## src/rtl/round_robin_ctrl.sv

```systemverilog
// round_robin_ctrl: round-robin drain of four upstream FIFOs into one
// downstream FIFO, with pause/resume on the downstream almost-full and
// almost-empty flags.
// Optional feature macro: RR_ERROR_HOLD_EN -- when defined, any error_in bit
// drives the controller into a sticky ERROR state that only reset clears;
// when undefined, error_in is ignored and ERROR is never entered.
module round_robin_ctrl #(
   parameter int unsigned DW = 6,
   parameter int unsigned N  = 4
) (
   input  logic          clk,
   input  logic          reset,
   input  logic [N-1:0]  fifo_empty,
   input  logic [DW-1:0] data_in_0,
   input  logic [DW-1:0] data_in_1,
   input  logic [DW-1:0] data_in_2,
   input  logic [DW-1:0] data_in_3,
   input  logic [N-1:0]  valid_in,
   input  logic [N-1:0]  error_in,
   input  logic          almost_full_in,
   input  logic          almost_empty_in,
   output logic [N-1:0]  pop,
   output logic          push_out,
   output logic [DW-1:0] data_out,
   output logic [1:0]    grant_id,
   output logic [1:0]    state_out
);

   localparam int unsigned GW = 2;

   typedef enum logic [1:0] {
      IDLE   = 2'd0,
      ACTIVE = 2'd1,
      PAUSE  = 2'd2,
      ERROR  = 2'd3
   } state_e;

   state_e          state, state_nxt;
   logic            pause_q, pause_nxt;
   logic [N-1:0]    pop_d, pop_d_nxt;
   logic [N-1:0]    pop_nxt;
   logic            push_nxt;
   logic [DW-1:0]   data_nxt;
   logic [GW-1:0]   grant_nxt;

   logic [N-1:0]    eligible_c;
   logic [N-1:0]    nonempty_c;
   logic            err_c;
   logic            grant_found_c;
   logic [GW-1:0]   grant_idx_c;
   logic            grant_ok_c;
   logic [GW-1:0]   pop_idx_c;
   logic [DW-1:0]   data_sel_c;

`ifdef RR_ERROR_HOLD_EN
   assign err_c = |error_in;
`else
   logic unused_error_c;
   assign err_c          = 1'b0;
   assign unused_error_c = |error_in;
`endif

   // A FIFO popped last cycle may still show a stale non-empty flag, so skip it
   assign nonempty_c = ~fifo_empty;
   assign eligible_c = nonempty_c & ~pop;

   // Latch set wins over clear when both flags arrive together
   assign pause_nxt = almost_full_in | (pause_q & ~almost_empty_in);

   assign state_out = state;

   // Round-robin search starting one past the last grant, wrapping at N
   always_comb begin
      logic [GW-1:0] cand;
      cand          = '0;
      grant_found_c = 1'b0;
      grant_idx_c   = grant_id;
      for (int unsigned k = 1; k <= N; k++) begin
         cand = grant_id + GW'(k);
         if (!grant_found_c && eligible_c[cand]) begin
            grant_found_c = 1'b1;
            grant_idx_c   = cand;
         end
      end
   end

   // Index and data of the FIFO popped in the previous cycle
   always_comb begin
      pop_idx_c = '0;
      for (int unsigned i = 0; i < N; i++) begin
         if (pop_d[i]) pop_idx_c = GW'(i);
      end
      case (pop_idx_c)
         2'd1:    data_sel_c = data_in_1;
         2'd2:    data_sel_c = data_in_2;
         2'd3:    data_sel_c = data_in_3;
         default: data_sel_c = data_in_0;
      endcase
   end

   // State register
   always_ff @(posedge clk or posedge reset) begin
      if (reset) state <= IDLE;
      else       state <= state_nxt;
   end

   // Next-state logic; ACTIVE is held while a requester is merely waiting out
   // its one-cycle post-grant exclusion, so a lone requester pops every other cycle
   always_comb begin
      state_nxt = state;
      case (state)
         IDLE: begin
            if (pause_q)          state_nxt = PAUSE;
            else if (|eligible_c) state_nxt = ACTIVE;
         end
         ACTIVE: begin
            if (pause_q)          state_nxt = PAUSE;
            else if (~|nonempty_c) state_nxt = IDLE;
         end
         PAUSE: begin
            if (!pause_q) state_nxt = (|eligible_c) ? ACTIVE : IDLE;
         end
         ERROR:   state_nxt = ERROR;
         default: state_nxt = IDLE;
      endcase
      if (err_c) state_nxt = ERROR;
   end

   // Output logic: next values of pop, push, data and grant
   always_comb begin
      pop_nxt   = '0;
      push_nxt  = 1'b0;
      data_nxt  = data_out;
      grant_nxt = grant_id;
      pop_d_nxt = pop;
      // No new grant while a pause is pending so at most two pushes follow almost_full
      grant_ok_c = (state == ACTIVE) && (state_nxt == ACTIVE) && !pause_q &&
                   !almost_full_in && grant_found_c;
      if (grant_ok_c) begin
         pop_nxt   = N'(1) << grant_idx_c;
         grant_nxt = grant_idx_c;
      end
      if ((|pop_d) && valid_in[pop_idx_c]) begin
         push_nxt = 1'b1;
         data_nxt = data_sel_c;
      end
      if (state_nxt == ERROR) begin
         pop_nxt   = '0;
         push_nxt  = 1'b0;
         pop_d_nxt = '0;
      end
   end

   // Registered outputs, pause latch and in-flight pop tracking
   always_ff @(posedge clk or posedge reset) begin
      if (reset) begin
         pop      <= '0;
         pop_d    <= '0;
         push_out <= 1'b0;
         data_out <= '0;
         grant_id <= GW'(N - 1);
         pause_q  <= 1'b0;
      end else begin
         pop      <= pop_nxt;
         pop_d    <= pop_d_nxt;
         push_out <= push_nxt;
         data_out <= data_nxt;
         grant_id <= grant_nxt;
         pause_q  <= pause_nxt;
      end
   end

endmodule

```

## config.mk

```make
export PLATFORM = sky130hd
export DESIGN_NAME = round_robin_ctrl
export DESIGN_NICKNAME = d
export VERILOG_FILES = /design/src/rtl/round_robin_ctrl.sv
export SDC_FILE = /design/constraint.sdc
export NUM_CORES = 1
export LEC_CHECK = 0
export CAP_MARGIN = 0
export CELL_PAD_IN_SITES_DETAIL_PLACEMENT = 0
export CELL_PAD_IN_SITES_GLOBAL_PLACEMENT = 1
export CORE_UTILIZATION = 29
export CTS_CLUSTER_SIZE = 20
export DETAILED_ROUTE_END_ITERATION = 7
export HOLD_SLACK_MARGIN = 0.02
export PLACE_DENSITY_LB_ADDON = 0.1
export SLEW_MARGIN = 10
export SYNTH_ARGS = -nofsm -noshare
export SYNTH_HDL_FRONTEND = slang
export SYNTH_SLANG_ARGS = --single-unit
export TNS_END_PERCENT = 50
```

## constraint.sdc

```tcl
create_clock -name clk -period 1.8 [get_ports clk]
set_input_delay 0.36 -clock clk [delete_from_list [all_inputs] [get_ports clk]]
set_output_delay 0.36 -clock clk [all_outputs]
set_load 0.05 [all_outputs]
```

==> results of run 1 <==
synthesized netlist by cell type (2+ instances only):
master and instances:
a21oi_1 2, and2_1 6, buf_2 2, dfrtp_1 18
dfstp_2 2, inv_1 4, mux2_2 6, mux2_4 5
mux2i_1 8, nand2_1 11, nor2_1 4, nor2b_1 3
nor3_1 2, o21ai_0 8, o21ai_1 4, o22ai_2 2
or3_1 3
worst max-delay path: cells and delay by family:
family / cells / cell delay, ns
AOI/OAI and AO/OA: 1 / 0.04
buffers and inverters: 2 / 0.67
and+or+nand+nor: 3 / 0.76
flip-flops by register name, summed over array words and instances, names as in the netlist:
signal and flops:
state_out 2, push_out 1, pop 4, pause_q 1, pop_d 4, grant_id 2
data_out 6
cell families after synthesis:
| group | count (synthesis) | synth area share [%] |
|---|---|---|
| buffers and inverters | 8 | 3.88 |
| and+or+nand+nor | 34 | 16.1 |
| AOI/OAI and AO/OA | 24 | 14.7 |
| muxes | 20 | 20.7 |
| DFF | 20 | 44.6 |
area by class of cell:
cell class,count,area [sq um]
Timing Repair Buffer,58,561
Multi-Input combinational cell,78,582
Tap cell,48,60.1
Clock buffer,3,41.3
Clock inverter,1,30.0
Inverter,4,15.0
Sequential cell,20,503
Fill cell,358,1900
routing by layer:
metal	GRT usage [%]	part of all wire (%)	up-vias
li1	-	-	492
met1	18.3	48	434
met2	21.4	48	23
met3	3.39	4.6	0
met4	2.50	0	0
met5	0	0	-
power by group through the flow:
stage / registers [mW] / clock network (mW) / logic, mW
floorplan: 0.724 / 0 / 0.133
global placement: 0.566 / 0 / 0.520
CTS: 0.562 / 0.450 / 0.521
global route: 0.570 / 0.476 / 0.549
detailed placement: 0.569 / 0 / 0.520
finish: 0.561 / 0.438 / 0.517
path summary, 6_finish.rpt:
kind / endpoint / slack (ns) / cells past startpoint
setup / recovery: grant_id[0] / 0.16 / 6
hold / removal: data_out[4] / 0.35 / 2
hold reg to reg: data_out[4] / 0.50 / 1
min in group clk: data_out[4] / 0.50 / 1
setup reg to reg: data_out[4] / 0.23 / 4
max in group asynchronous: pop[3] / 0.97 / 3
==> metrics.yaml, run 1 <==
critical_path:
  reg2reg_from: "pop_d[1]"
  crit_chain: "clkdlybuf4s50_1 > nor3_1 > buf_4 > a211oi_2 > or3_1 > nand3_1"
  path_class: "in2reg"
  worstSetupStartpointType: "primary input"
  cp-startpoint: "fifo_empty[1]"
  crit_required_ns: 1.99
  slowest_delay_ns: 0.50
  cp_slowest_cell: "clkdlybuf4s50_1"
  crit_fanout: 5
  cp-end-kind: "flop"
  worst_ep_arrival_time_ns: 1.83
synth:
  synth_ff_type: "dfrtp_1"
  netlist_top_cells_area: "dfrtp_1 40%, mux2i_1 7.1%, mux2_4 6.7%"
  synth_nets: 146
  ys_ff_latch: 20
  synth_top_cell_area_share_pct: 39.9
  yosys.area.top_type: "dfrtp_1"
  synth_cell_type_count: 33
  syn_inst: 106
  yosysSeqAreaShare_pct: 44.6
  ys_async_sr_fraction_pct: 100
  syn_area_per_cell_sq_um: 10.6
  synth.cell_area_sq_um: 1130
  synth_enable_flop_cells: 0
  synth_warnings: 0
grt:
  grt_overflow: 0
  grt_pass1_vias: 958
  grt_max_degree: 13
  grt_usage_pct: 13.4
  grt_pass1_wl_um: 4330
  antenna_found_initial: 0
sta:
  drv_slew: 0
  tightest_slew_ns: 0.409
  fin_ws_ns: 0.161
  hold_ws_ns: 0.352
  skew_ns: 0.00604
  grt_setup_unrepaired: "false"
  finalSetupTns_ns: 0
  period_share_pct: 91.0
  setup_violations: 0
  relSlewSlack_pct: 72.8
  timing.fmax_ghz: 0.610
  fin_crit_ns: 1.64
  finalHoldViolCount: 0
layout:
  final_area_sq_um: 1790
  final_common_cell: "clkdlybuf4s50_1"
  drive_gt1_share_pct: 26.8
  final_util_pct: 48.6
  area_growth_pct: 58.8
  final_cell_mix: "35 x clkdlybuf4s50_1, 20 x buf_4, 18 x dfrtp_1"
  layout.nets: 205
  final_cells: 212
  antenna_cells: 0
pwr:
  switchingPower_mw: 0.468
  combPwrFrac_pct: 34.1
  seqPwrFrac_pct: 37.0
  sw_frac_of_total_pct: 30.9
  vdd_ir_drop_max_uv: 700
  power.density_nw_per_um2: 846
  p_clk_share_pct: 28.9
  power_mw: 1.52
  leakage_nw: 0.779
  intPower_mw: 1.05
place:
  place_inst: 208
  gp_congestion: 0.736
  placed_cell_area_sq_um: 1720
  pre_cts_slack_ns: -0.0632
  post-dp-hpwl_um: 2080
  port_buffers: 50
floorplanning:
  die_area_sq_um: 4150
  start_util_pct: 30.6
  ios: 55
  die_h_um: 64.4
  num_rows: 22
  die_w_um: 64.4
  coreArea_sq_um: 3690
cts:
  cts_sinks: 20
  post-cts-setup-buffers: 0
  cts_max_path_buffers: 2
  clk_latency_ns: 0.26
  numCtsBuffers: 3
  cts_hold_buf: 0
  clk_pin_slew_ns: 0.07
  cts_root_buf: "clkbuf_8"
  cts_resized: 0
  h-tree-depth: 1
  cts_tree: "done"
drt:
  vias: 949
  drt-total-wl_um: 2550
  drtPass1Iterations: 4
  drt_iter0_markers: 25
  routed_via_density: 4.48
  wl_per_cell_um: 12.0
  final_antenna_net_count: 0
  route.detailed.drc: 0
hold_path:
  hp-class: "in2async"
status:
  status: "finished, final reports clean"
run:
  max-cap-violations: 0
Note: power is estimated with default switching activity, not from simulation.
==> run 2, diff against run 1 <==
Settings changed: ABC_AREA set to 1, CORE_UTILIZATION 29 to 28.
Clock period 1.8 ns to 1.6 ns, I/O delays scaled along.
==> run 2 against run 1 <==
  * The flow now finishes with violations (negative setup slack)
  * Routed wire length is 30% higher
  * Power is 86% higher
  * Synthesized cell count rose by 47%
  * Sequential cell count is the same
  * Combinational power grew to 3.2 times the previous value
  * Die area increased by 10%
  * Largest power group is now combinational cells
==> metrics.yaml, run 2 <==
status:
  status: "finished, violations left"  # was finished, final reports clean
  violations: "negative setup slack"
pwr:
  p_clk_share_pct: 17.6  # was 28.9%
  combPwrFrac_pct: 59.3  # was 34.1%
  sw_frac_of_total_pct: 42.1  # was 30.9%
  vdd_ir_drop_max_uv: 1380  # was 700 uV
  intPower_mw: 1.63  # was 1.05 mW
  power.density_nw_per_um2: 1380  # was 846 nW/um^2
  power_mw: 2.82  # was 1.52 mW
  seqPwrFrac_pct: 23.1  # was 37.0%
  switchingPower_mw: 1.19  # was 0.468 mW
  leakage_nw: 0.962  # was 0.779 nW
cts:
  cts_root_buf: "clkbuf_8"  # unchanged
  cts_hold_buf: 0  # unchanged
  h-tree-depth: 1  # unchanged
  cts_sinks: 20  # unchanged
  clk_pin_slew_ns: 0.08  # was 0.07 ns
  clk_latency_ns: 0.26  # about the same
  numCtsBuffers: 3  # unchanged
  cts_max_path_buffers: 2  # unchanged
  cts_tree: "done"  # unchanged
sta:
  fin_ws_ns: -0.0116  # was 0.161 ns
  skew_ns: 0.00647  # was 0.00604 ns
  drv_slew: 0  # unchanged
  fin_crit_ns: 1.61
  grt_setup_unrepaired: "true"  # was false
  timing.fmax_ghz: 0.620
  finalHoldViolCount: 0  # unchanged
  tightest_slew_ns: 0.472  # was 0.409 ns
  setup_violations: 2  # was 0
  relSlewSlack_pct: 68.5  # was 72.8%
  finalSetupTns_ns: -0.0122  # was 0 ns
  hold_ws_ns: 0.374  # was 0.352 ns
  period_share_pct: 101
place:
  placed_cell_area_sq_um: 1900  # was 1720 sq um
  port_buffers: 50  # unchanged
  place_inst: 266  # was 208
  post-dp-hpwl_um: 2710  # was 2080 um
  gp_congestion: 0.761  # was 0.736
  pre_cts_slack_ns: -0.330  # was -0.0632 ns
synth:
  yosysSeqAreaShare_pct: 41.7  # was 44.6%
  netlist_top_cells_area: "dfrtp_1 37%, nand2_1 19%, dfstp_2 4.4%"  # was dfrtp_1 40%, mux2i_1 7.1%, mux2_4 6.7%
  ys_async_sr_fraction_pct: 100  # unchanged
  synth.cell_area_sq_um: 1200  # was 1130 sq um
  synth_nets: 196  # was 146
  synth_ff_type: "dfrtp_1"  # unchanged
  ys_ff_latch: 20  # unchanged
  syn_area_per_cell_sq_um: 7.72  # was 10.6 sq um
  synth_top_cell_area_share_pct: 37.4  # was 39.9%
  yosysMostFrequentCell: "nand2_1"  # was dfrtp_1
  synth_enable_flop_cells: 0  # unchanged
  synthTopCellsByCount: "62 x nand2_1, 18 x dfrtp_1, 13 x inv_1, 13 x nor2_1, 7 x o21ai_1"  # was 18 x dfrtp_1, 11 x nand2_1, 8 x mux2i_1, 8 x o21ai_0
  synth_warnings: 0  # unchanged
  yosys.area.top_type: "dfrtp_1"  # unchanged
  synth_cell_type_count: 26  # was 33
  syn_inst: 156  # was 106
drt:
  wl_per_cell_um: 12.2  # was 12.0 um
  routed_via_density: 4.58  # was 4.48
  vias: 1246  # was 949
  drtPass1Iterations: 4  # unchanged
  final_antenna_net_count: 0  # unchanged
  drt-total-wl_um: 3310  # was 2550 um
  route.detailed.drc: 0  # unchanged
  drt_iter0_markers: 54  # was 25
layout:
  final_area_sq_um: 2040  # was 1790 sq um
  largest_registers: "data_out x6, pop x4, pop_d x4"  # unchanged
  fillers: 398  # was 358
  drive_gt1_share_pct: 27.5  # was 26.8%
  largest_register_ffs: 6  # unchanged
  final_common_cell: "nand2_1"  # was clkdlybuf4s50_1
  area_growth_pct: 69.2  # was 58.8%
  antenna_cells: 0  # unchanged
  final_cells: 272  # was 212
  layout.nets: 263  # was 205
  final_util_pct: 50.2  # was 48.6%
  top_register: "data_out"  # unchanged
  final_cell_mix: "59 x nand2_1, 35 x clkdlybuf4s50_1, 21 x buf_4"  # was 35 x clkdlybuf4s50_1, 20 x buf_4, 18 x dfrtp_1
grt:
  grt_pass1_wl_um: 5110  # was 4330 um
  grt_max_degree: 21  # was 13
  grtUsageMet3_pct: 4.56  # was 3.39%
  grt_usage_pct: 15.0  # was 13.4%
  use_met1_pct: 16.3  # was 18.3%
  antenna_found_initial: 0  # unchanged
  met2_usage_pct: 28.6  # was 21.4%
  grt_pass1_vias: 1183  # was 958
  top_usage_layer: "met2"  # unchanged
  grt_overflow: 0  # unchanged
floorplanning:
  die_h_um: 67.6  # was 64.4 um
  die_w_um: 67.6  # was 64.4 um
  start_util_pct: 29.7  # was 30.6%
  coreArea_sq_um: 4060  # was 3690 sq um
  ios: 55  # unchanged
  num_rows: 23  # was 22
  die_area_sq_um: 4570  # was 4150 sq um
run:
  max-cap-violations: 0  # unchanged
critical_path:
  crit_fanout: 8  # was 5
  crit_required_ns: 1.80  # was 1.99 ns
  worst_ep_arrival_time_ns: 1.81  # was 1.83 ns
  path_class: "reg2reg"  # was in2reg
  cp-end-kind: "flop"  # unchanged
  worstSetupStartpointType: "flop"  # was primary input
hold_path:
  hp-class: "in2async"  # unchanged
## run 2: cell types whose count changed in the layout (fill, tap and decap cells not counted), sizes merged, moves of 3 or more
cell	before	now
buf	23	31
mux2	12	0
nor2	4	14
nand2	11	67
nand3	1	9
or3	3	0
mux2i	8	0
and2	6	0
inv	4	16
nand4	0	4
a221oi	0	6
nor2b	3	0
o21ai	12	8
## run 2: power by group through the flow
stage          combinational, mW  sequential, mW  clock [mW]
2_1_floorplan              0.827           0.917           0
3_3_place_gp                1.45           0.744           0
3_5_place_dp                1.47           0.746           0
4_1_cts                     1.66           0.652       0.510
5_1_grt                     1.82           0.662       0.531
6_report                    1.67           0.652       0.496
## run 2: layer usage
metal,vias up,wire length (um)
met5,-,0
met4,0,11
met3,2,148
met2,31,1820
met1,578,1330
li1,635,-
## run 2: cells by family (layout without fill, tap and decap cells)
| logic type | Yosys count | after routing | synth area share (%) |
|---|---|---|---|
| and+or+nand+nor | 95 | 95 | 34.7 |
| DFF | 20 | 20 | 41.7 |
| buffers and inverters | 20 | 86 | 7.89 |
| AOI/OAI and AO/OA | 19 | 19 | 11.1 |
| xor gates and xnor gates | 2 | 2 | 4.57 |
## run 2: cell type report
type | count | area [sq um] | area share (%)
tap | 50 | 62.6 | 3.07
clock buffer | 3 | 41.3 | 2.03
multi-input combinational | 116 | 633 | 31.1
clock inverter | 1 | 30.0 | 1.47
sequential | 20 | 503 | 24.7
timing repair buffer | 66 | 708 | 34.7
inverter | 16 | 60.1 | 2.95
## run 2: worst max-delay path, cell delays in order (launching register included)
cell and delay (ns):
dfstp_2 0.54, buf_12 0.13, xor2_4 0.17, nand3_2 0.12, nand2_4 0.11, nand4_1 0.21
nand2_2 0.16, nand2_1 0.06, nand2_1 0.05
## run 2: worst paths after layout
check                      slack (ns)     endpoint  cells past startpoint   startpoint
setup / recovery                -0.01  grant_id[1]                      8  grant_id[0]
hold / removal                   0.37  data_out[0]                      3        reset
setup reg to reg                -0.01  grant_id[1]                      8  grant_id[0]
hold reg to reg                  0.50  data_out[3]                      2  data_out[3]
max in group asynchronous        0.95  grant_id[1]                      3        reset
min in group clk                 0.50  data_out[3]                      2  data_out[3]
## run 2: repair_timing
action,4_1_cts,5_1_grt
gates resized for setup,4,4
pin swaps,1,2
endpoints found under the setup margin,8,6
setup buffers,2,0
==> run 3, diff against run 2 <==
Settings changed: RECOVER_POWER set to 25.
Clock period 1.6 ns to 1.7 ns, I/O delays scaled along.
==> run 3 against run 2 <==
  * The run still ends with negative setup slack left
  * Non-clock buffer count decreased by 1
  * Via count fell by 0.72%
  * Worst setup slack lost 0.063 ns
  * Sequential cell count unchanged
  * Sequential share of layout area rose by 1.5 points
  * Register-to-register slack got worse by 0.06 ns
  * Design area decreased by 4.9%
  * Utilization is 2.5 points lower
  * Clock power is 30% lower
  * Clock skew fell by 0.0014 ns
  * Largest power group unchanged
==> metrics.yaml, run 3 (synthesis gave the netlist of run 2 again) <==
status:
  status: "finished, violations left"  # unchanged
  violations: "negative setup slack"  # unchanged
critical_path:
  worstSetupStartpointType: "flop"  # unchanged
  path_class: "reg2reg"  # unchanged
  worst_ep_arrival_time_ns: 1.92  # was 1.81 ns
  crit_required_ns: 1.85  # was 1.80 ns
  crit_fanout: 6  # was 8
  cp-end-kind: "flop"  # unchanged
drt:
  final_antenna_net_count: 0  # unchanged
  drtPass1Iterations: 4  # unchanged
  wl_per_cell_um: 12.3  # was 12.2 um
  drt-total-wl_um: 3320  # was 3310 um
  drt_iter0_markers: 70  # was 54
  route.detailed.drc: 0  # unchanged
  routed_via_density: 4.56  # was 4.58
  vias: 1237  # was 1246
cts:
  cts_root_buf: "clkbuf_8"  # unchanged
  numCtsBuffers: 3  # unchanged
  clk_pin_slew_ns: 0.07  # was 0.08 ns
  cts_sinks: 20  # unchanged
  cts_hold_buf: 0  # unchanged
  h-tree-depth: 1  # unchanged
  cts_tree: "done"  # unchanged
  cts_max_path_buffers: 2  # unchanged
  clk_latency_ns: 0.25  # was 0.26 ns
place:
  place_inst: 263  # was 266
  gp_congestion: 0.776  # was 0.761
  post-dp-hpwl_um: 2680  # was 2710 um
  port_buffers: 50  # unchanged
  placed_cell_area_sq_um: 1800  # was 1900 sq um
layout:
  area_growth_pct: 60.9  # was 69.2%
  largest_register_ffs: 6  # unchanged
  layout.nets: 262  # was 263
  final_area_sq_um: 1940  # was 2040 sq um
  antenna_cells: 0  # unchanged
  final_common_cell: "nand2_1"  # unchanged
  final_cell_mix: "57 x nand2_1, 34 x clkdlybuf4s50_1, 26 x buf_4"  # was 59 x nand2_1, 35 x clkdlybuf4s50_1, 21 x buf_4
  final_cells: 271  # was 272
  fillers: 395  # was 398
  top_register: "data_out"  # unchanged
  drive_gt1_share_pct: 28.5  # was 27.5%
  largest_registers: "data_out x6, pop x4, pop_d x4"  # unchanged
sta:
  drv_slew: 0  # unchanged
  setup_violations: 6  # was 2
  timing.fmax_ghz: 0.563  # was 0.620 GHz
  fin_ws_ns: -0.0750  # was -0.0116 ns
  fin_crit_ns: 1.77  # was 1.61 ns
  relSlewSlack_pct: 30.5  # was 68.5%
  grt_setup_unrepaired: "true"  # unchanged
  period_share_pct: 104  # was 101%
  finalHoldViolCount: 0  # unchanged
  skew_ns: 0.00507  # was 0.00647 ns
  tightest_slew_ns: 1.04  # was 0.472 ns
hold_path:
  hp-class: "reg2reg"  # was in2async
pwr:
  power.density_nw_per_um2: 1360  # was 1380 nW/um^2
  switchingPower_mw: 1.17  # was 1.19 mW
  intPower_mw: 1.47  # was 1.63 mW
  vdd_ir_drop_max_uv: 878  # was 1380 uV
  leakage_nw: 0.915  # was 0.962 nW
  p_clk_share_pct: 13.2  # was 17.6%
  combPwrFrac_pct: 61.3  # was 59.3%
  seqPwrFrac_pct: 25.5  # was 23.1%
  sw_frac_of_total_pct: 44.2  # was 42.1%
grt:
  grt_pass1_wl_um: 4970  # was 5110 um
  grt_usage_pct: 14.7  # was 15.0%
  grt_max_degree: 21  # unchanged
  grt_pass1_vias: 1107  # was 1183
  grt_overflow: 0  # unchanged
  antenna_found_initial: 0  # unchanged
floorplanning:
  die_h_um: 67.6  # unchanged
  die_w_um: 67.6  # unchanged
  start_util_pct: 29.7  # unchanged
  ios: 55  # unchanged
  coreArea_sq_um: 4060  # unchanged
  num_rows: 23  # unchanged
  die_area_sq_um: 4570  # unchanged
run:
  max-cap-violations: 0  # unchanged
-- run 3: cell types whose count changed in the layout (fill, tap and decap cells not counted), sizes merged --
cell,previous run,this run
buf,31,29
bufinv,1,0
clkbuf,3,5
clkdlybuf4s50,35,34
dlygate4sd3,0,1
-- run 3: cell type report --
type	count	area, sq um	area share, %
clock buffer	4	55.1	2.84
sequential	20	508	26.2
inverter	16	60.1	3.10
multi-input combinational	116	643	33.2
timing repair buffer	65	609	31.4
tap	50	62.6	3.23
-- run 3: worst max-delay path, stage by stage (launching register included) --
cell and delay (ns):
dfstp_4 0.67, buf_12 0.13, xor2_4 0.17, buf_4 0.13, nand2_1 0.06, nand2_2 0.09
nand3_2 0.12, nand2_2 0.10, nand2_1 0.06, nand2_2 0.08, nor2_1 0.05
-- run 3: routing by layer --
layer	vias up	part of all wire, %	global-route usage [%]
met5	-	0	0
met4	0	2.3	5.59
met3	6	3.2	3.04
met2	26	53	27.1
met1	571	41	16.2
li1	634	-	-
-- run 3: stage by stage --
step	setup TNS, ns	power (mW)	worst slack (ns)	hold WS [ns]	util, %
2_1_floorplan	-0.000714	1.64	-0.000714	0.302	-
3_3_place_gp	-0.889	2.02	-0.158	0.478	44.4
3_5_place_dp	-1.10	2.05	-0.192	0.482	44.4
4_1_cts	0	2.41	0.0233	0.411	45.9
5_1_grt	-0.918	2.80	-0.132	0.524	47.8
6_report	-0.332	2.64	-0.0750	0.496	47.8
-- run 3: final timing paths --
kind / startpoint / endpoint / slack, ns / cells after the start
max reg2reg: grant_id[0] / pop[1] / -0.07 / 10
min: data_out[3] / data_out[3] / 0.50 / 2
max: grant_id[0] / pop[1] / -0.07 / 10
min in group asynchronous: reset / data_out[4] / 0.84 / 3
max in group asynchronous: reset / pop_d[3] / 0.17 / 3
min reg2reg: data_out[3] / data_out[3] / 0.50 / 2
-- run 3: timing repair --
action | 4_1_cts | 5_1_grt
pin swaps | 0 | 9
gates resized for setup | 1 | 13
hold endpoints to repair | 0 | 0
endpoints found under the setup margin | 3 | 8
buffers inserted | 0 | 4
-- run 3: power groups by stage --
stage	clock network, mW	registers (mW)	logic (mW)
floorplan	0	0.863	0.775
global placement	0	0.699	1.32
detailed placement	0	0.705	1.34
CTS	0.359	0.705	1.35
global route	0.380	0.683	1.74
finish	0.349	0.672	1.62
